## config.mk

```make
export PLATFORM = sky130hd
export DESIGN_NAME = cf_sram_ctrl
export DESIGN_NICKNAME = d
export VERILOG_FILES = /design/src/rtl/cf_sram_ctrl.sv
export SDC_FILE = /design/constraint.sdc
export NUM_CORES = 1
export LEC_CHECK = 0
export CORE_ASPECT_RATIO = 0.7
export CORE_MARGIN = 3
export CORE_UTILIZATION = 43
export CTS_CLUSTER_DIAMETER = 120
export CTS_CLUSTER_SIZE = 40
export DETAILED_ROUTE_END_ITERATION = 12
export PLACE_DENSITY = 0.8
export SYNTH_ARGS = -nofsm -noshare
export SYNTH_HDL_FRONTEND = slang
export SYNTH_SLANG_ARGS = --single-unit
```

## constraint.sdc

```tcl
create_clock -name CLKin -period 7.9 [get_ports CLKin]
set_input_delay 1.58 -clock CLKin [delete_from_list [all_inputs] [get_ports CLKin]]
set_output_delay 1.58 -clock CLKin [all_outputs]
set_load 0.01 [all_outputs]
```

## src/rtl/cf_sram_ctrl.sv

```systemverilog
// Valid/ready front-end for the CF_SRAM_1024x32 macro: drives EN/R_WB/AD/BEN/DI,
// registers read data into a held response, and optionally zero-fills the array after reset.
module cf_sram_ctrl #(
  parameter int DEPTH         = 1024,
  parameter int AW            = 10,
  parameter bit INIT_ON_RESET = 1'b1
) (
  input  logic          CLKin,
  input  logic          rst,
  input  logic          req_valid,
  output logic          req_ready,
  input  logic          req_we,
  input  logic [AW-1:0] req_addr,
  input  logic [31:0]   req_wdata,
  input  logic [3:0]    req_be,
  output logic          rsp_valid,
  input  logic          rsp_ready,
  output logic [31:0]   rsp_rdata,
  output logic          init_done,
  output logic          sram_en,
  output logic          sram_r_wb,
  output logic [AW-1:0] sram_ad,
  output logic [31:0]   sram_ben,
  output logic [31:0]   sram_di,
  input  logic [31:0]   sram_do,
  output logic [6:0]    sram_tie
);

  typedef enum logic [1:0] {
    S_INIT    = 2'd0,
    S_IDLE    = 2'd1,
    S_RD_WAIT = 2'd2,
    S_RESP    = 2'd3
  } state_t;

  localparam logic [AW-1:0] LAST_ADDR = AW'(DEPTH - 1);
  localparam state_t        RST_STATE = INIT_ON_RESET ? S_INIT : S_IDLE;

  state_t        r_state;
  logic [AW-1:0] r_cnt;
  logic          r_init_done;
  logic          r_rsp_valid;
  logic [31:0]   r_rsp_rdata;
  logic [AW-1:0] r_ad;
  logic [31:0]   r_ben;
  logic [31:0]   r_di;

  logic          w_accept;
  logic [31:0]   w_be_mask;
  logic          w_en;
  logic          w_r_wb;
  logic [AW-1:0] w_ad;
  logic [31:0]   w_ben;
  logic [31:0]   w_di;

  // Gating with rst makes EN and ready fall the instant reset asserts, even though
  // the reset state (INIT) would otherwise drive an enable.
  assign req_ready = (r_state == S_IDLE) && !rst;
  assign w_accept  = req_valid && req_ready;

  always_comb begin
    for (int i = 0; i < 4; i++) begin
      w_be_mask[8*i +: 8] = {8{req_be[i]}};
    end
  end

  // Address/data/byte-enable pins hold their last driven value when no access issues.
  always_comb begin
    w_en   = 1'b0;
    w_r_wb = 1'b0;
    w_ad   = r_ad;
    w_ben  = r_ben;
    w_di   = r_di;
    if (!rst) begin
      if (r_state == S_INIT) begin
        w_en  = 1'b1;
        w_ad  = r_cnt;
        w_ben = '1;
        w_di  = '0;
      end else if (w_accept) begin
        w_ad = req_addr;
        if (req_we) begin
          w_en  = |req_be;
          w_ben = w_be_mask;
          w_di  = req_wdata;
        end else begin
          w_en   = 1'b1;
          w_r_wb = 1'b1;
          w_ben  = '0;
        end
      end
    end
  end

  always_ff @(posedge CLKin or posedge rst) begin
    if (rst) begin
      r_state     <= RST_STATE;
      r_cnt       <= '0;
      r_init_done <= ~INIT_ON_RESET;
      r_rsp_valid <= 1'b0;
      r_rsp_rdata <= '0;
      r_ad        <= '0;
      r_ben       <= '0;
      r_di        <= '0;
    end else begin
      r_ad  <= w_ad;
      r_ben <= w_ben;
      r_di  <= w_di;
      case (r_state)
        S_INIT: begin
          r_cnt <= r_cnt + 1'b1;
          if (r_cnt == LAST_ADDR) begin
            r_cnt       <= '0;
            r_init_done <= 1'b1;
            r_state     <= S_IDLE;
          end
        end
        S_IDLE: begin
          if (w_accept && !req_we) begin
            r_state <= S_RD_WAIT;
          end
        end
        S_RD_WAIT: begin
          r_rsp_rdata <= sram_do;
          r_rsp_valid <= 1'b1;
          r_state     <= S_RESP;
        end
        S_RESP: begin
          if (rsp_ready) begin
            r_rsp_valid <= 1'b0;
            r_state     <= S_IDLE;
          end
        end
        default: r_state <= RST_STATE;
      endcase
    end
  end

  assign rsp_valid = r_rsp_valid;
  assign rsp_rdata = r_rsp_rdata;
  assign init_done = r_init_done;
  assign sram_en   = w_en;
  assign sram_r_wb = w_r_wb;
  assign sram_ad   = w_ad;
  assign sram_ben  = w_ben;
  assign sram_di   = w_di;
  assign sram_tie  = '0;

endmodule

```

==> After elaboration in Yosys (flattened, before gate mapping) <==
Cells that the tools add are included.
{ "totals": {"wordCells": 53, "in_bits": 83, "output_inout_bits": 118, "register_bits": 120} }
{ "classes": {"reduce_logical": 11, "eq_ne": 7, "n_addsub": 1, "mux": 26} }
{ "ops": {"columns": ["cell", "count"], "rows": [
  ["$mux 32", 8],
  ["$mux 10", 4],
  ["$add 10x1->10 const B", 1],
  ["$eq 10x10->1 const B", 1],
  ["$mux 1", 9],
  ["$pmux 2 s4", 1],
  ["$mux 2", 3],
  ["$eq 2x2->1 const B", 2],
  ["$ne 2x1->1 const B", 2],
  ["$reduce_and 2->1", 2],
  ["$reduce_or 4->1", 1],
  ["$logic_and 1x1->1", 3],
  ["$reduce_and 3->1", 1],
  ["$eq 2x1->1 const B", 1],
  ["$logic_not 1->1", 2],
  ["$logic_not 2->1", 1],
  ["$ne 2x2->1 const B", 1],
  ["$pmux 1 s2", 1],
  ["$reduce_bool 2->1", 1]
]} }

==> Longest topological paths before layout <==
{ "depth": {"depth_word": 6, "mapped_depth": 8, "depth_no_buf": 6} }

==> Least setup slack after synthesis <==
Ideal clock, no wire load.
{ "synth_timing": {"path_type": "input-to-output", "startpoint": "in rst", "endpoint": "out sram_di[21]", "setup_slack_ns": 0.389, "arrival_ns": 5.931, "required_ns": 6.320, "path_stages": 3, "n_path_buf": 1, "path_cell_list": "inv_2 -> clkbuf_1 -> a21oi_1"} }
{ "synth_between": {"elab_chain_cells": 6} }
{ "synth_lines": {"columns": ["item", "line_no", "source"], "rows": [
  ["start, declared", "9", "input logic rst,"],
  ["$logic_not 1->1 (no source line)", null, null],
  ["$logic_and 1x1->1", "58", "assign req_ready = (r_state == S_IDLE) && !rst;"],
  ["$logic_and 1x1->1", "59", "assign w_accept = req_valid && req_ready;"],
  ["$mux 32", "80", "end else if (w_accept) begin"],
  ["$mux 32", "75", "if (r_state == S_INIT) begin"],
  ["$mux 32 (*)", "74", "if (!rst) begin"],
  ["end, declared", "24", "output logic [31:0] sram_di,"]
]} }
Every way passes the cells marked *; elsewhere a longest branch is shown, timed or not.

==> Worst setup path after layout <==
{ "layout_timing": {"startpoint": "in rst", "endpoint": "out sram_di[4]"} }
Same word-level chain as after synthesis.

==> impl_metrics.toml <==
[run_status]
outcome = "finished clean"

[sta]
min_period_ps = 6040
rsz0062_at_grt = "false"
setup_viol = 0
maxSlewHeadroom_pct = 18.8
maxSlewViolCount = 0
period_share_pct = 76.4
clock.fmax_mhz = 166
worst_pin_slew_ps = 1220
skew_ps = 7.96
tns_ps = 0
hold_violations = 0

[synthesis]
synth_cells = 428
yosysSeqAreaShare_pct = 61.6
synth_top_area_share_pct = 61.6
syn-cell-area_mm2 = 0.00488
synth-seq-cells = 120
synth_edf_count = 0
synthFlopType = "dfrtp_1"
ys_warn_count = 0
yosysMostFrequentCell = "dfrtp_1"
syn_avg_cell_area_um2 = 11.4
async_reset_ff_share_pct = 100
synth_cell_types = 33
synth_area_leader_cell = "dfrtp_1"
ys_top_cells_by_count = "dfrtp_1 (120), nor2_1 (41), a21oi_1 (36), o21ai_0 (33)"
ys_top_cells_by_area = "dfrtp_1 (62%), mux2_2 (7.4%), a21o_1 (4.9%), a21oi_1 (3.7%), o21ai_0 (3.4%)"

[flow_run]
max_cap_violations = 0

[drt]
wire_per_inst_um = 17.5
drc_errors = 0
ant_nets = 0
first_pass_iters = 4
wirelength_mm = 13.6
viasPerCell = 5.19
vias = 4024
initialDrtViolationCount = 160

[floorplanning]
die_width_um = 133
ios = 201
fp.coreArea_mm2 = 0.0107
rows = 31
start_util_pct = 45.5
die_h_um = 95.1
die_area_mm2 = 0.0127

[critical_path]
worstReg2RegEnd = "r_ben[30]"
worstRegToRegCells = 5
worst_setup_path_end_kind = "output pin"
cp-start-kind = "primary input"
crit-reg2reg-launch = "r_state[1]"
cp_data_arrival_time_ps = 4460
critPathMaxFanout = 32
reg2reg_slack_ps = 5090
crit_type = "primary input to output pin"
crit_required_ps = 6320

[place]
dpl.hpwl_mm = 9.49
place_congestion = 0.824
port_buffers = 193

[clocking]
cts.clk_slew.worst_paths_ps = 60
h-tree-depth = 4
postCtsSetupRepairBufs = 0
cts_hold_buf = 0
clk_latency_ps = 400
cts_resized = 0
root_buffer = "clkbuf_16"
cts_tree = "built"
cts.sinks = 120
cts_made_buffers = 17
clockBufferDepth = 2

[cells_and_area]
fillers = 765
multi_input_area_mm2 = 0.00171
drive_gt1_share_pct = 11.3
area_growth_syn_to_layout_pct = 54.0
num-nets-final = 703
antenna_cells = 0
regArea_mm2 = 0.00300

[power]
p_leak_nw = 3.30
peakVddDrop_mv = 0.241
p_total_mw = 3.27
power_density_mw_per_mm2 = 436

[global_routing]
grt_pass1_vias = 4123
overflow = 0
grt_pass1_wl_mm = 21.7
grt_max_degree = 111
grt_util_all_layers_pct = 22.0
antenna_found_initial = 0

[hold_path]
min_from = "r_ben[16]"
whs_endpoint = "r_ben[16]"
holdPathStages = 1
min_path_type = "register to register"
==> registers in the layout (all words and copies together), names as in the netlist <==
| name | count |
|---|---|
| rsp_rdata | 32 |
| rsp_valid | 1 |
| r_ben | 32 |
| init_done | 1 |
| r_cnt | 10 |
| r_ad | 10 |
| r_state | 2 |
| r_di | 32 |
==> layout by cell type, fill, tap and decap left out, types with 2 or more instances in the layout <==
| cell type | n |
|---|---|
| clkdlybuf4s50_1 | 193 |
| conb_1 | 7 |
| clkinv_2 | 3 |
| clkbuf_16 | 17 |
| clkinv_4 | 2 |
| clkinvlp_4 | 3 |
| a21o_1 | 32 |
| a21oi_1 | 36 |
| a31oi_1 | 10 |
| nand2_1 | 27 |
| nand3_1 | 7 |
| inv_1 | 6 |
| nor2_1 | 41 |
| o22ai_1 | 11 |
| or2_2 | 2 |
| and3_1 | 3 |
| ha_1 | 5 |
| buf_4 | 3 |
| xnor2_1 | 4 |
| clkbuf_1 | 2 |
| nor2b_1 | 2 |
| nand4_1 | 5 |
| bufinv_16 | 4 |
| xor2_1 | 3 |
| nor3_1 | 2 |
| dfrtp_1 | 120 |
| o21ai_0 | 33 |
| mux2_2 | 32 |
| mux2i_1 | 3 |
==> area by class of cell <==
| type | count | area share, % |
|---|---|---|
| Multi-Input combinational cell | 273 | 22.8 |
| Tap cell | 148 | 2.47 |
| Clock buffer | 20 | 5.95 |
| Clock inverter | 12 | 2.33 |
| Sequential cell | 120 | 40.0 |
| Inverter | 7 | 0.417 |
| Timing Repair Buffer | 196 | 26.0 |
==> kinds of logic after synthesis <==
group | synth area share [%]
other | 0.0769
AND/OR/NAND/NOR | 8.44
adder cells (fa/ha/maj) | 1.28
buffers and inverters | 3.77
XOR/XNOR | 1.26
multiplexers | 8.31
flip-flops | 61.6
AO/OA/AOI/OAI | 15.3
==> report_power, final <==
group / internal [mW] / switching, mW / total, mW
logic: 0.804 / 0.643 / 1.45
registers: 0.898 / 0.124 / 1.02
clock network: 0.535 / 0.270 / 0.805
total: 2.24 / 1.04 / 3.27
==> per-layer routing <==
layer	part of all wire (%)	GRT usage [%]
met1	40	26.2
met2	46	34.8
met3	12	11.1
met4	1.4	8.05
met5	0	0
==> per-stage QoR <==
step | cell area (µm²) | worst slack [ps] | cells | utilization [%] | hold WS (ps)
global placement | 6890 | 1910 | 744 | 64.3 | 455
CTS | 7510 | 1840 | 776 | 70.1 | 475
finish | 7510 | 1860 | 776 | 70.1 | 471
floorplan | 4900 | 389 | 434 | - | 477
detailed placement | 6890 | 1870 | 744 | 64.3 | 461
global route | 7510 | 1590 | 776 | 70.1 | 488
==> how the worst max path moves through the flow <==
stage	start	to	slack [ps]	cells after the start
floorplan	rst	sram_di[21]	390	3
global placement	rst	sram_di[30]	1910	6
detailed placement	rst	sram_di[30]	1870	6
CTS	rst	sram_di[4]	1840	6
global route	rst	sram_di[30]	1590	6
finish	rst	sram_di[4]	1860	6
==> worst max-delay path: stages <==
cell             delay, ps
clkdlybuf4s50_1        550
nor2b_1                310
and3_1                1020
nor2_1                 130
a21oi_1                260
clkdlybuf4s50_1        590
No activity file was read; power rests on OpenSTA's default activity.
